==> config.mk <==
export PLATFORM = sky130hd
export DESIGN_NAME = step_debouncer
export DESIGN_NICKNAME = d
export VERILOG_FILES = /design/src/rtl/step_debouncer.sv
export SDC_FILE = /design/constraint.sdc
export NUM_CORES = 1
export LEC_CHECK = 0
export ABC_AREA = 1
export BUFFER_PORTS_ARGS = -buffer_cell sky130_fd_sc_hd__buf_4
export CAP_MARGIN = 25
export CORE_ASPECT_RATIO = 0.6
export CORE_MARGIN = 2
export CORE_UTILIZATION = 25
export CTS_BUF_LIST = sky130_fd_sc_hd__clkbuf_4 sky130_fd_sc_hd__clkbuf_8
export DETAILED_ROUTE_END_ITERATION = 7
export PLACE_DENSITY_LB_ADDON = 0.08
export SETUP_SLACK_MARGIN = 0.3
export SLEW_MARGIN = 20
export SYNTH_ARGS = -nofsm -noshare
export SYNTH_HDL_FRONTEND = slang
export SYNTH_SLANG_ARGS = --single-unit
==> constraint.sdc <==
create_clock -name clk -period 1.68 [get_ports clk]
set_clock_uncertainty 0.2 [all_clocks]
set_input_delay 0.504 -clock clk [delete_from_list [all_inputs] [get_ports clk]]
set_output_delay 0.504 -clock clk [all_outputs]
set_load 0.01 [all_outputs]
==> src/rtl/step_debouncer.sv <==
// Push-button conditioner: two-flop synchronizer, debounce filter and a
// press/auto-repeat FSM producing single-cycle step strobes.
module step_debouncer #(
  parameter int DEBOUNCE_CYCLES = 1000000,
  parameter int REPEAT_EN       = 0,
  parameter int REPEAT_DELAY    = 50000000,
  parameter int REPEAT_PERIOD   = 10000000
) (
  input  logic clk,
  input  logic reset,
  input  logic btn_in,
  output logic step_pulse,
  output logic btn_level,
  output logic repeating
);

  localparam int DB_W    = (DEBOUNCE_CYCLES > 2) ? $clog2(DEBOUNCE_CYCLES) : 1;
  localparam int RPT_MAX = (REPEAT_DELAY > REPEAT_PERIOD) ? REPEAT_DELAY : REPEAT_PERIOD;
  localparam int RPT_W   = $clog2(RPT_MAX + 1);

  localparam logic [DB_W-1:0]  DB_LAST     = DB_W'(DEBOUNCE_CYCLES - 1);
  localparam logic [RPT_W-1:0] DELAY_LAST  = RPT_W'(REPEAT_DELAY - 1);
  localparam logic [RPT_W-1:0] PERIOD_LAST = RPT_W'(REPEAT_PERIOD - 1);
  localparam logic [RPT_W-1:0] RPT_SAT     = {RPT_W{1'b1}};
  localparam bit               REPEAT_ON   = (REPEAT_EN != 0);

  typedef enum logic [1:0] {
    IDLE   = 2'd0,
    HELD   = 2'd1,
    REPEAT = 2'd2
  } state_t;

  logic             sync_meta_r;
  logic             sync_r;
  logic [DB_W-1:0]  db_cnt_r;
  logic [DB_W-1:0]  db_cnt_nxt_s;
  logic [RPT_W-1:0] rpt_cnt_r;
  logic [RPT_W-1:0] rpt_cnt_nxt_s;
  logic             differ_s;
  logic             commit_s;
  logic             commit_rise_s;
  logic             commit_fall_s;
  logic             level_nxt_s;
  logic             pulse_nxt_s;
  logic             rpt_clr_s;
  state_t           state_r;
  state_t           state_nxt_s;

  // Two-flop synchronizer for the asynchronous button level
  always_ff @(posedge clk) begin
    if (reset) begin
      sync_meta_r <= 1'b0;
      sync_r      <= 1'b0;
    end else begin
      sync_meta_r <= btn_in;
      sync_r      <= sync_meta_r;
    end
  end

  // Debounce filter: count consecutive disagreeing cycles, commit on the last one
  always_comb begin
    differ_s      = (sync_r != btn_level);
    commit_s      = 1'b0;
    db_cnt_nxt_s  = {DB_W{1'b0}};
    if (differ_s) begin
      if (db_cnt_r == DB_LAST) begin
        commit_s     = 1'b1;
        db_cnt_nxt_s = {DB_W{1'b0}};
      end else begin
        commit_s     = 1'b0;
        db_cnt_nxt_s = db_cnt_r + DB_W'(1);
      end
    end else begin
      commit_s     = 1'b0;
      db_cnt_nxt_s = {DB_W{1'b0}};
    end
    commit_rise_s = commit_s & sync_r;
    commit_fall_s = commit_s & ~sync_r;
    level_nxt_s   = commit_s ? sync_r : btn_level;
  end

  // Press / auto-repeat FSM; a release always beats a coinciding repeat expiry
  always_comb begin
    state_nxt_s = state_r;
    pulse_nxt_s = 1'b0;
    rpt_clr_s   = 1'b0;
    case (state_r)
      IDLE: begin
        if (commit_rise_s) begin
          state_nxt_s = HELD;
          pulse_nxt_s = 1'b1;
          rpt_clr_s   = 1'b1;
        end else begin
          state_nxt_s = IDLE;
        end
      end
      HELD: begin
        if (commit_fall_s) begin
          state_nxt_s = IDLE;
          rpt_clr_s   = 1'b1;
        end else if (REPEAT_ON && (rpt_cnt_r == DELAY_LAST)) begin
          state_nxt_s = REPEAT;
          pulse_nxt_s = 1'b1;
          rpt_clr_s   = 1'b1;
        end else begin
          state_nxt_s = HELD;
        end
      end
      REPEAT: begin
        if (commit_fall_s) begin
          state_nxt_s = IDLE;
          rpt_clr_s   = 1'b1;
        end else if (rpt_cnt_r == PERIOD_LAST) begin
          pulse_nxt_s = 1'b1;
          rpt_clr_s   = 1'b1;
        end else begin
          state_nxt_s = REPEAT;
        end
      end
      default: begin
        state_nxt_s = IDLE;
        rpt_clr_s   = 1'b1;
      end
    endcase
  end

  // Repeat counter: saturates so a long hold without auto-repeat never wraps
  always_comb begin
    rpt_cnt_nxt_s = rpt_cnt_r;
    if (rpt_clr_s || (state_r == IDLE)) begin
      rpt_cnt_nxt_s = {RPT_W{1'b0}};
    end else if (rpt_cnt_r != RPT_SAT) begin
      rpt_cnt_nxt_s = rpt_cnt_r + RPT_W'(1);
    end else begin
      rpt_cnt_nxt_s = rpt_cnt_r;
    end
  end

  // State, counters and registered outputs
  always_ff @(posedge clk) begin
    if (reset) begin
      state_r    <= IDLE;
      db_cnt_r   <= {DB_W{1'b0}};
      rpt_cnt_r  <= {RPT_W{1'b0}};
      btn_level  <= 1'b0;
      step_pulse <= 1'b0;
      repeating  <= 1'b0;
    end else begin
      state_r    <= state_nxt_s;
      db_cnt_r   <= db_cnt_nxt_s;
      rpt_cnt_r  <= rpt_cnt_nxt_s;
      btn_level  <= level_nxt_s;
      step_pulse <= pulse_nxt_s;
      repeating  <= (state_nxt_s == REPEAT);
    end
  end

endmodule
==> results.sh <==
export IMPL_status="finished, violations left"
export IMPL_violations="setup timing"
export IMPL_drtIter0Drc=211
export IMPL_synth_fp_nets=433
export IMPL_dr_pass1_iters=4
export IMPL_path_max_fanout=7
export IMPL_hold_violations=0
export IMPL_synth_edf_count=0
export IMPL_path_cells="ha_4 -> nand3_4 -> nor2_4 -> nand3_4 -> nor2_4 -> nor2_4 -> buf_12 -> nand2_8 -> buf_12 -> a21oi_2"
export IMPL_synth_top_cell_by_area="dfxtp_1"
export IMPL_diodes=0
export IMPL_async_flop_share=0
export IMPL_fin_nets=536
export IMPL_yosysMostFrequentCell="nand2_1"
export IMPL_numClockSinks=53
export IMPL_cp_required_ns=1.71
export IMPL_vias_per_cell=4.25
export IMPL_finalSetupTns_ns=-1.31
export IMPL_rsz0062_at_grt="yes"
export IMPL_fp_dieW_um=146
export IMPL_antenna_found_initial=0
export IMPL_synth_area_leaders="dfxtp_1 35%, nand2_1 13%, nor2_1 12%"
export IMPL_htreeDepth=2
export IMPL_cts_clk_slew_worst_paths_ns=0.11
export IMPL_ir_drop_mv=0.249
export IMPL_critical_path_class="flop to flop"
export IMPL_fin_util=0.388
export IMPL_slowest_stage="dfxtp_2"
export IMPL_rows=31
export IMPL_multi_input_area_mm2=0.00211
export IMPL_p_per_area_mw_per_mm2=464
export IMPL_area_growth_pct=52.6
export IMPL_hpwl_um=6590
export IMPL_cts_buffers=5
export IMPL_timing_final_crit_period_ns=1.75
export IMPL_hp_class="primary input to flop"
export IMPL_grt_pass1_wl_um=15100
export IMPL_totalWireLength_um=9500
export IMPL_yosys_warnings=0
export IMPL_layout_setup_ws_ns=-0.0709
export IMPL_period_share=1.04
export IMPL_synth_top_area_share=0.350
export IMPL_total_power_mw=2.15
export IMPL_die_area_mm2=0.0131
export IMPL_clockRootBuffer="clkbuf_8"
export IMPL_syn_cell_area_mm2=0.00304
export IMPL_fp_coreArea_mm2=0.0119
export IMPL_crit_top_cell="nor2_4"
export IMPL_cts_buffer_depth=2
export IMPL_synth_cell_type_count=36
export IMPL_grt_max_degree=24
export IMPL_drc=0
export IMPL_arrival_ns=1.78
export IMPL_routabilityCongestion=0.828
export IMPL_worst_skew_pair_late_latency_ns=0.33
export IMPL_p_leak_nw=1.76
export IMPL_syn_inst=428
export IMPL_ys_top_cells_by_count="107 x nand2_1, 97 x nor2_1, 53 x dfxtp_1"
export IMPL_nFillCells=1280
export IMPL_holdWs_ns=0.176
export IMPL_die_y_um=89.4
export IMPL_setup_violations=26
export IMPL_vias=2962
export IMPL_drt_antenna_violating_nets=0
export IMPL_ioPinCount=6
export IMPL_tritoncts="built"
export IMPL_tightest_slew_ns=0.272
export IMPL_ys_ff_latch=53
export IMPL_cp_start_kind="flop"
export IMPL_wl_per_cell_um=13.6
export IMPL_portBuffers=5
export IMPL_max_cap_viol_count=0
export IMPL_end_kind="flop"
export IMPL_max_freq_mhz=571
export IMPL_cpPeakStageDelay_ns=0.37
export IMPL_ys_seq_area_frac=0.350
export IMPL_syn_avg_cell_area_um2=7.09
export IMPL_drv_slew=0
export IMPL_gr_usage_all_layers=0.151
export IMPL_drive_gt1_frac=0.474
export IMPL_r2r_slack_ns=-0.07
export IMPL_synthFlopType="dfxtp_1"
export IMPL_seq_area_mm2=0.00110
export IMPL_grt_pass1_vias=2793
export IMPL_overflow=0
export IMPL_initial_utilization=0.254
export IMPL_slew_headroom=0.817
metal layers:
metal	vias to the layer above	share of wire	routed length (um)	global-route usage
met4	0	0.0083	79	0.0344
li1	1567	-	-	-
met3	8	0.050	471	0.0270
met2	51	0.34	3210	0.185
met5	-	0	0	0
met1	1336	0.60	5740	0.254
through the flow:
stage	worst slack (ns)	cells	area (um2)
floorplan	0.0333	428	3120
global placement	-0.123	658	3800
detailed placement	-0.146	658	3800
CTS	-0.0683	681	4310
global route	-0.140	697	4630
finish	-0.0709	697	4630
timing repair:
item | in CTS | in global routing
pin swaps | 21 | 27
cloned | 3 | 1
setup buffers | 12 | 15
resized for setup | 66 | 64
hold buffers | 0 | 0
setup endpoints to repair | 54 | 54
where the power goes:
group          internal [mW]  switching, mW  total, mW
registers               1.25        0.00152       1.25
logic                 0.0260         0.0298     0.0557
clock network          0.374          0.466      0.840
total                   1.65          0.497       2.15
worst paths after layout:
path	depth (start not counted)	endpoint	start
max	10	rpt_cnt_r[12]$_SDFFE_PP0P_	db_cnt_r[1]$_SDFF_PP0_
min	3	sync_meta_r$_SDFF_PP0_	btn_in
max reg2reg	10	rpt_cnt_r[12]$_SDFFE_PP0P_	db_cnt_r[1]$_SDFF_PP0_
min reg2reg	2	sync_r$_SDFF_PP0_	sync_meta_r$_SDFF_PP0_
layout make-up:
cell class | instances | area share
well taps | 165 | 0.0446
repair buffers | 102 | 0.203
clock inverters | 1 | 0.00108
repair inverters | 1 | 0.00351
flip-flops and latches | 53 | 0.238
multi-input cells | 333 | 0.455
clock buffers | 7 | 0.0208
inverters | 35 | 0.0338
cell families after synthesis:
kind of cell	Yosys count	share of synthesized area
AND/OR/NAND/NOR	266	0.399
flip-flops	53	0.350
buffers and inverters	44	0.0808
AO/OA/AOI/OAI	42	0.102
XOR/XNOR	21	0.0606
adder cells (fa/ha/maj)	2	0.00824
worst max-delay path: cells and delay by family, from the launching register on:
family | cells | cell delay [ns]
AO/OA/AOI/OAI | 1 | 0.05
adder cells (fa/ha/maj) | 1 | 0.15
buffers and inverters | 2 | 0.27
flip-flops | 1 | 0.37
AND/OR/NAND/NOR | 6 | 0.61
state kept, by name (all words and copies together) (netlist names):
signal       flops
repeating        1
sync_meta_r      1
step_pulse       1
rpt_cnt_r       26
state_r          2
db_cnt_r        20
sync_r           1
btn_level        1
cell usage in the layout, fill, tap and decap left out, types with 4 or more instances in the layout:
cell type and n:
nand4_1 6, nor3_2 4, inv_1 28, dfxtp_1 27, buf_4 81, xnor2_1 6, nor2_1 68, nand3b_1 4
xor2_1 15, nor2_4 20, dfxtp_4 4, clkbuf_8 7, nand3_2 6, a21oi_1 5, dfxtp_2 22, nor2_2 19
a21oi_2 26, buf_12 9, nand3_1 14, buf_6 11, nand2_1 97, nor3_1 5, nand2_4 6, o21ai_2 5
nand2_2 7
Power figures use the tool's default switching activity.
